$ cat config.mk
export PLATFORM = sky130hd
export DESIGN_NAME = mem_port_arbiter
export DESIGN_NICKNAME = d
export VERILOG_FILES = /design/src/rtl/mem_port_arbiter.sv
export SDC_FILE = /design/constraint.sdc
export NUM_CORES = 1
export LEC_CHECK = 0
export CORE_ASPECT_RATIO = 0.7
export CORE_MARGIN = 10
export CORE_UTILIZATION = 43
export CTS_BUF_LIST = sky130_fd_sc_hd__clkbuf_4
export DETAILED_ROUTE_END_ITERATION = 10
export PLACE_DENSITY = 0.94
export SYNTH_ARGS = -nofsm -noshare
export SYNTH_HDL_FRONTEND = slang
export SYNTH_SLANG_ARGS = --single-unit
$ cat constraint.sdc
create_clock -name clk -period 1.95 [get_ports clk]
set_input_delay 0.2925 -clock clk [delete_from_list [all_inputs] [get_ports clk]]
set_output_delay 0.2925 -clock clk [all_outputs]
set_load 0.01 [all_outputs]
$ cat src/rtl/mem_port_arbiter.sv
// Single-port memory arbiter between instruction fetch and data access, with fixed-latency sequencing.
// Optional fetch anti-starvation streak logic is enabled by defining MEM_ARB_FAIRNESS_EN.
module mem_port_arbiter #(
  parameter int ADDR_W        = 20,
  parameter int DATA_W        = 16,
  parameter int LATENCY       = 2,
  parameter int MAX_DM_STREAK = 3
) (
  input  logic              clk,
  input  logic              rst,
  input  logic              if_req,
  input  logic [ADDR_W-1:0] if_addr,
  output logic [DATA_W-1:0] if_rdata,
  output logic              if_ack,
  output logic              if_stall,
  input  logic              dm_re,
  input  logic              dm_we,
  input  logic [ADDR_W-1:0] dm_addr,
  input  logic [DATA_W-1:0] dm_wdata,
  output logic [DATA_W-1:0] dm_rdata,
  output logic              dm_ack,
  output logic              dm_stall,
  output logic              mem_en,
  output logic              mem_we,
  output logic [ADDR_W-1:0] mem_addr,
  output logic [DATA_W-1:0] mem_wdata,
  input  logic [DATA_W-1:0] mem_rdata
);

  localparam logic [1:0] IDLE  = 2'd0;
  localparam logic [1:0] ISSUE = 2'd1;
  localparam logic [1:0] WAIT  = 2'd2;
  localparam logic [1:0] DONE  = 2'd3;

  logic [1:0] state;
  logic [3:0] cnt;
  logic       owner;   // 1 = data side owns the current access
  logic       wr;
  logic       dm_any;
  logic       grant_if;

  assign dm_any   = dm_re | dm_we;
  assign if_stall = if_req & ~if_ack;
  assign dm_stall = dm_any & ~dm_ack;

`ifdef MEM_ARB_FAIRNESS_EN
  logic [3:0] streak;

  // Fetch is forced through after MAX_DM_STREAK contested data grants.
  assign grant_if = if_req & (~dm_any | (streak == 4'(MAX_DM_STREAK)));

  always_ff @(posedge clk) begin
    if (rst) begin
      streak <= '0;
    end else if (state == IDLE && (dm_any || if_req)) begin
      if (grant_if)
        streak <= '0;
      else if (if_req)
        streak <= streak + 4'd1;
    end
  end
`else
  logic unused_streak_cfg;

  assign grant_if          = if_req & ~dm_any;
  assign unused_streak_cfg = |4'(MAX_DM_STREAK);
`endif

  always_ff @(posedge clk) begin
    if (rst) begin
      state     <= IDLE;
      cnt       <= '0;
      owner     <= 1'b0;
      wr        <= 1'b0;
      mem_en    <= 1'b0;
      mem_we    <= 1'b0;
      mem_addr  <= '0;
      mem_wdata <= '0;
      if_ack    <= 1'b0;
      dm_ack    <= 1'b0;
      if_rdata  <= '0;
      dm_rdata  <= '0;
    end else begin
      case (state)
        IDLE: begin
          if (dm_any || if_req) begin
            owner     <= ~grant_if;
            wr        <= ~grant_if & dm_we;
            mem_en    <= 1'b1;
            mem_we    <= ~grant_if & dm_we;
            mem_addr  <= grant_if ? if_addr : dm_addr;
            mem_wdata <= grant_if ? '0 : dm_wdata;
            state     <= ISSUE;
          end
        end
        ISSUE: begin
          mem_en <= 1'b0;
          mem_we <= 1'b0;
          cnt    <= 4'(LATENCY);
          state  <= WAIT;
        end
        WAIT: begin
          // mem_rdata is valid only in the last WAIT cycle.
          if (cnt == 4'd1) begin
            state <= DONE;
            if (owner) begin
              dm_ack <= 1'b1;
              if (!wr)
                dm_rdata <= mem_rdata;
            end else begin
              if_ack   <= 1'b1;
              if_rdata <= mem_rdata;
            end
          end else begin
            cnt <= cnt - 4'd1;
          end
        end
        default: begin
          if_ack <= 1'b0;
          dm_ack <= 1'b0;
          state  <= IDLE;
        end
      endcase
    end
  end

endmodule

* Yosys cells after proc, flatten, opt, wreduce, memory -nomap -nowiden
Index checks and enable logic that the tools add are counted.
Word-level totals: register bits 80, input port bits 77, word-level logic and storage cells 63
Cells by class: add/sub/neg operators 1, equality and inequality tests 8, multiplexer cells 17, bitwise operators 12, reduce and logical (&&, ||, !) cells 13
Operators by type and width (count):
- 20-bit two-way mux | 1
- 16-bit two-way mux | 1
- 2-bit != test (second input constant) | 5
- 3-bit AND reduction | 3
- 1-bit one-hot mux with 2 select lines | 4
- 4-bit one-hot mux with 2 select lines | 1
- 2-bit AND reduction | 4
- 1-bit inverter | 7
- 1-bit two-way mux | 6
- 2-bit one-hot mux with 3 select lines | 1
- 1-bit AND | 4
- 4-bit by 1-bit equality test with 1-bit output (second input constant) | 1
- 2-bit two-way mux | 2
- 4-bit two-way mux | 1
- 4-bit AND reduction | 1
- 2-bit nonzero test | 2
- 4-bit by 1-bit subtractor with 4-bit output (second input constant) | 1
- 2-bit by 1-bit equality test with 1-bit output (second input constant) | 1
- 2-bit equality test (second input constant) | 1
- 2-bit logical NOT | 1
- 2-bit OR reduction | 1
- 1-bit logical OR | 1
- 1-bit bitwise OR | 1

* Logic depth before layout (Yosys ltp)
Gate-level depths: netlist (run 1).
depth in word-level cells 7, mapped depth 8

* Worst setup path after synthesis (run 1)
Ideal clock, no wire load.
path type flip-flop to flip-flop, from register cnt[1], to register dm_ack, setup time 0.119 ns, arrival 1.524 ns, data required time 1.831 ns, slack 0.308 ns, stages on the path, launching flop included 7, clock period less this slack 1.642 ns, path through dfxtp_1 inv_1 ha_1 or3b_1 buf_6 a211o_1 o221a_1
Between the ends: word-level cells in the longest chain between the ends 3
Ends and longest elaborated chain:
- start: declaration | RTL line 36 | logic [3:0] cnt;
- start signal: assignment | RTL line 99 | cnt <= 4'(LATENCY);
- start signal: assignment | RTL line 115 | cnt <= cnt - 4'd1;
- 4-bit by 1-bit equality test with 1-bit output | RTL line 104 | if (cnt == 4'd1) begin
- 2-bit != test (no source line)
- 3-bit AND reduction (no source line)
- end signal: assignment | RTL line 80 | dm_ack <= 1'b0;
- end signal: assignment | RTL line 107 | dm_ack <= 1'b1;
- end signal: assignment | RTL line 120 | dm_ack <= 1'b0;
- end: declaration | RTL line 21 | output logic dm_ack,
Every way passes these cells. A chain may end at the register's enable or synchronous reset.

* Final worst setup path (run 1)
from input port dm_we, to output port dm_stall
Between the ends: word-level cells in the longest chain between the ends 2
Ends and longest elaborated chain:
- start: declaration | RTL line 17 | input logic dm_we,
- 1-bit bitwise OR | RTL line 42 | assign dm_any = dm_re | dm_we;
- 1-bit AND | RTL line 44 | assign dm_stall = dm_any & ~dm_ack;
- end: declaration | RTL line 22 | output logic dm_stall,
Every way passes these cells.

==> run_results.csv, run 1 <==
group,metric,value,unit
cts,tritoncts,"built",
yosys,synth_seq_area_share,48.4,%
drt,wl_per_cell,17.0,um
floorplanning,start_util,44.8,%
worst_setup_path,critPathLaunchType,"input pin",
floorplanning,row_count,26,
final_layout,area_growth,52.9,%
placement,gp_congestion,0.773,
power,p_leak,1.78,nW
yosys,ys_ff_latch,80,
floorplanning,die_w,125,um
cts,root_buffer,"clkbuf_4",
timing,max_slew_margin,56.2,%
yosys,netlist_area,0.00331,mm2
worst_setup_path,endpoint_kind,"output pin",
cts,clock_latency,420,ps
cts,clock-sinks,80,
grt,grt_pass1_vias,3275,
placement,io_buffers,150,
floorplanning,coreArea,0.00738,mm2
worst_setup_path,ff2ff_setup_slack,190,ps
final_layout,diodes,0,
yosys,ys_types,36,
drt,drt_iter0_drc,309,
grt,grt_pass1_wl,16900,um
run_status,status,"finished, final reports clean",
final_layout,finalNonFillerCells,616,
cts,clk_pin_slew,130,ps
timing,worst_pin_slew,656,ps
floorplanning,die-area,0.0117,mm2
timing,maxSlewViolCount,0,
floorplanning,fp.dieH,93.4,um
hold_path,hold_class,"in2reg",
final_layout,drive_gt1_share,7.34,%
timing,clock_skew,17.7,ps
yosys,yosysWarnings,0,
cts,clockBufferDepth,2,
cts,cts_buffers,9,
timing,layout_worst_path_cycle_share,91.1,%
placement,dpl_worst_slack,87.1,ps
worst_setup_path,arrival,1480,ps
timing,max_freq,563,MHz
yosys,mappedNetlistNets,455,
timing,setup_viol,0,
placement,dp.final_hpwl,7780,um
grt,antenna_found_initial,0,
yosys,syn_inst,372,
grt,grt_max_degree,58,
timing,setup_ws,174,ps
worst_setup_path,crit_fanout,2,
floorplanning,ios,151,
yosys,async_reset_ff_share,0,%
job,max_cap_violations,0,
yosys,synth_flop_cell,"dfxtp_1",
grt,gr-total-overflow,0,
power,cellPowerDensity,1080,mW/mm2
timing,hold_viol_final,0,
timing,fin_tns_setup,0,ps
timing,whs,459,ps
drt,vias_per_cell,5.40,
yosys,synth-edff-count,0,
power,ir_drop,0.000723,V
cts,cts_setup_buffers,0,
worst_setup_path,required,1660,ps
timing,rsz0062_at_grt,"no",
final_layout,nets,596,
cts,cts_max_level,3,
drt,post-route-drc-count,0,
drt,detail-route-antenna-nets,0,
drt,routed_wl,10500,um
yosys,syn_avg_cell_area,8.90,um2
placement,placedCellCount,600,
cts,cts_hold_buf,0,
timing,min_period,1780,ps
grt,track_usage,17.2,%
drt,first_pass_iters,5,
drt,vias,3324,
worst_setup_path,crit_type,"in2out",
[cell usage after synthesis (all sizes together), types with 3 or more instances]
cell type  instances  area, um2
dfxtp             80       1600
nor2              22       82.6
o21ai             53        265
buf               14       75.1
clkbuf            20       75.1
nand3b             3       22.5
ha                 6       75.1
inv                6       22.5
a22oi             16        120
nand2              8       30.0
a21oi             59        295
mux2i             22        220
nand3             34        170
[where the power goes]
| group | switching, mW | total [mW] | internal [mW] |
|---|---|---|---|
| logic | 1.16 | 2.22 | 1.06 |
| clock network | 0.576 | 1.12 | 0.541 |
| registers | 0.184 | 2.12 | 1.94 |
[state kept, by name (all words and copies together), names as in the netlist]
register   count
mem_addr      20
mem_en         1
if_rdata      16
state          2
if_ack         1
dm_rdata      16
dm_ack         1
mem_wdata     16
cnt            4
mem_we         1
wr             1
owner          1
[repair_timing]
action,4_1_cts,5_1_grt
gates resized for setup,0,2
hold endpoints to repair,0,0
endpoints found under the setup margin,0,9
[logic make-up after synthesis]
| group | synth area share (%) |
|---|---|
| AND/OR/NAND/NOR | 12.5 |
| flip-flops | 48.4 |
| multiplexers | 6.65 |
| buffers and inverters | 5.21 |
| adder cells (fa/ha/maj) | 2.27 |
| AO/OA/AOI/OAI | 25.0 |
[cells in the final DEF, fill, tap and decap left out, types with 2 or more instances in the layout]
master,count
nand3b_1,3
nor2b_1,2
o31a_1,2
a211oi_1,2
nand2b_1,2
clkdlybuf4s50_1,149
mux2i_1,22
nand4_1,2
a21oi_1,59
inv_6,2
a22oi_1,16
ha_1,6
a211o_1,2
clkbuf_4,10
nor2_1,22
dfxtp_1,80
nand2_1,8
nand3_1,34
inv_1,6
nor3b_2,2
bufinv_16,2
o21ai_0,53
buf_4,14
and3b_1,2
[critical path, cell delays in order]
cell and delay, ps:
clkdlybuf4s50_1 490, nor2_1 70, nor2_1 80, clkdlybuf4s50_1 560
[area by class of cell]
type,count,area (um2)
fill,581,2320
sequential,80,1600
timing repair buffer,164,1600
multi-input combinational,252,1550
tap,98,123
clock inverter,6,90.1
clock buffer,10,75.1
inverter,6,22.5
[routing by layer]
layer	up-vias	share of wire, %	global-route usage [%]
met5	-	0	0
li1	1627	-	-
met4	0	0.58	4.02
met1	1562	41	19.8
met3	8	9.9	8.18
met2	127	48	28.6
[through the flow]
step                util (%)  total power [mW]  instance area, um2
floorplan                  -              3.34                3310
global placement        66.3              4.26                4900
detailed placement      66.3              4.35                4900
CTS                     68.5              5.49                5060
global route            68.6              5.79                5060
finish                  68.6              5.45                5060
[worst paths after layout]
kind	from	endpoint	cells after the start
setup / recovery	dm_we	dm_stall	4
hold / removal	mem_rdata[5]	if_rdata[5]	3
setup reg to reg	cnt[1]	if_rdata[3]	6
hold reg to reg	mem_we	mem_we	2
(Power assumes the default switching activity.)
==> run 2: changes to the inputs <==
--- a/config.mk
+++ b/config.mk
@@ -5,10 +5,10 @@
 export SDC_FILE = /design/constraint.sdc
 export NUM_CORES = 1
 export LEC_CHECK = 0
-export CORE_ASPECT_RATIO = 0.7
 export CORE_MARGIN = 10
 export CORE_UTILIZATION = 43
 export CTS_BUF_LIST = sky130_fd_sc_hd__clkbuf_4
+export CTS_CLUSTER_DIAMETER = 50
 export DETAILED_ROUTE_END_ITERATION = 10
 export PLACE_DENSITY = 0.94
 export SYNTH_ARGS = -nofsm -noshare
==> run_results.csv, run 2 (synthesis gave the netlist of run 1 again) <==
group,metric,value,unit
drt,wl_per_cell,17.2,um
power,p_leak,1.77,nW
worst_setup_path,critPathLaunchType,"input pin",
grt,gr-total-overflow,0,
power,seqPwrFrac,39.0,%
timing,whs,440,ps
power,clkPwrFrac,19.4,%
timing,fin_tns_setup,0,ps
worst_setup_path,crit_type,"in2out",
grt,met2_usage,29.9,%
power,power,5.45,mW
drt,vias_per_cell,5.39,
floorplanning,start_util,44.9,%
grt,met1_usage,18.9,%
grt,grt_pass1_vias,3315,
cts,clockBufferDepth,2,
timing,setup_viol,0,
grt,busiest_layer,"met2",
placement,gp_congestion,0.769,
grt,grt_pass1_wl,16500,um
worst_setup_path,arrival,1530,ps
cts,tritoncts,"built",
grt,grt_max_degree,58,
final_layout,final_cell_mix,"clkdlybuf4s50_1, dfxtp_1, a21oi_1",
grt,antenna_found_initial,0,
placement,dp.final_hpwl,8020,um
final_layout,ff_latch_area,0.00160,mm2
final_layout,final_common_cell,"clkdlybuf4s50_1",
floorplanning,coreArea,0.00737,mm2
job,max_cap_violations,0,
final_layout,n_fill_cell,571,
placement,io_buffers,150,
cts,root_buffer,"clkbuf_4",
final_layout,area_growth,53.3,%
floorplanning,die-area,0.0116,mm2
cts,cts_setup_buffers,0,
final_layout,largest_reg_flops,20,
timing,layout_worst_path_cycle_share,93.6,%
hold_path,hold_class,"in2reg",
power,p_int,3.46,mW
cts,clock-sinks,80,
final_layout,nets,594,
drt,vias,3319,
timing,max_slew_margin,55.3,%
grt,grtUsageMet3,6.89,%
drt,detail-route-antenna-nets,0,
power,power_frac_comb,41.6,%
final_layout,drive_gt1_share,6.78,%
power,swShare,36.5,%
floorplanning,row_count,31,
timing,rsz0062_at_grt,"no",
power,cellPowerDensity,1070,mW/mm2
drt,post-route-drc-count,0,
power,p_switching,1.99,mW
drt,routed_wl,10600,um
final_layout,largest_register,"mem_addr",
floorplanning,fp.dieH,108,um
final_layout,multi_input_area,0.00155,mm2
worst_setup_path,endpoint_kind,"output pin",
grt,track_usage,17.4,%
floorplanning,ios,151,
worst_setup_path,required,1660,ps
cts,clk_pin_slew,150,ps
timing,clock_skew,23.8,ps
timing,hold_viol_final,0,
timing,max_freq,548,MHz
cts,cts_buffers,9,
timing,min_period,1830,ps
cts,cts_max_level,3,
timing,worst_pin_slew,670,ps
run_status,status,"finished, final reports clean",
drt,drt_iter0_drc,119,
floorplanning,die_w,108,um
cts,clock_latency,430,ps
timing,maxSlewViolCount,0,
drt,first_pass_iters,5,
worst_setup_path,crit_fanout,4,
power,ir_drop,0.000552,V
-- run 2: changes by cell type in the layout (fill, tap and decap cells not counted), sizes merged --
cell      change
buf           -2
inv           +2
bufinv        -1
clkbuf        -1
clkinv        -1
clkinvlp      +1
diode         +1
-- run 2: worst paths after layout --
path / cells past startpoint / to / slack [ps] / from
setup / recovery: 4 / dm_stall / 120 / dm_re
hold / removal: 3 / if_rdata[9] / 440 / mem_rdata[9]
setup reg to reg: 6 / dm_rdata[12] / 170 / cnt[1]
hold reg to reg: 2 / wr / 480 / wr
-- run 2: critical path, cell delays in order --
cell	delay [ps]
clkdlybuf4s50_1	560
nor2_1	60
nor2_1	80
clkdlybuf4s50_1	550
-- run 2: cell type report --
type,count,share of cell area (%)
diodes,1,0.0493
clock buffers,9,1.33
clock inverters,7,1.68
inverters,6,0.444
multi-input cells,252,30.5
flip-flops and latches,80,31.5
well taps,99,2.44
repair buffers,162,32.0
-- run 2: repair_timing --
| item | CTS | global route |
|---|---|---|
| endpoints found under the setup margin | 0 | 13 |
| gates resized for setup | 0 | 1 |
| hold buffers | 0 | 0 |
-- run 2: stage by stage --
stage | instance area, um2 | setup WS, ps | utilization [%] | std cells
after global routing | 5070 | 18.6 | 68.9 | 615
final | 5080 | 124 | 68.9 | 616
after global placement | 4920 | 79.5 | 66.8 | 599
after floorplan | 3310 | 308 | - | 372
after detailed placement | 4920 | -22.4 | 66.8 | 599
after CTS | 5070 | 116 | 68.8 | 615
-- run 2: power groups by stage --
| stage | combinational, mW | clock (mW) | sequential [mW] |
|---|---|---|---|
| floorplan | 1.10 | 0 | 2.24 |
| global placement | 2.21 | 0 | 2.13 |
| detailed placement | 2.28 | 0 | 2.15 |
| CTS | 2.29 | 1.08 | 2.12 |
| global route | 2.47 | 1.15 | 2.17 |
| finish | 2.27 | 1.06 | 2.12 |
-- run 2: layer usage --
layer  share of wire (%)  routed length, um  vias up
li1                    -                  -     1624
met5                   0                  0        -
met4                 1.8                190        0
met1                  39               4110     1551
met2                  50               5310      129
met3                 9.5               1010       15
==> run 3: changes to the inputs <==
--- a/config.mk
+++ b/config.mk
@@ -5,6 +5,7 @@
 export SDC_FILE = /design/constraint.sdc
 export NUM_CORES = 1
 export LEC_CHECK = 0
+export CAP_MARGIN = 20
 export CORE_MARGIN = 10
 export CORE_UTILIZATION = 43
 export CTS_BUF_LIST = sky130_fd_sc_hd__clkbuf_4
==> results of run 3 <==
Final layout, timing and power as in run 2 (identical DEF).
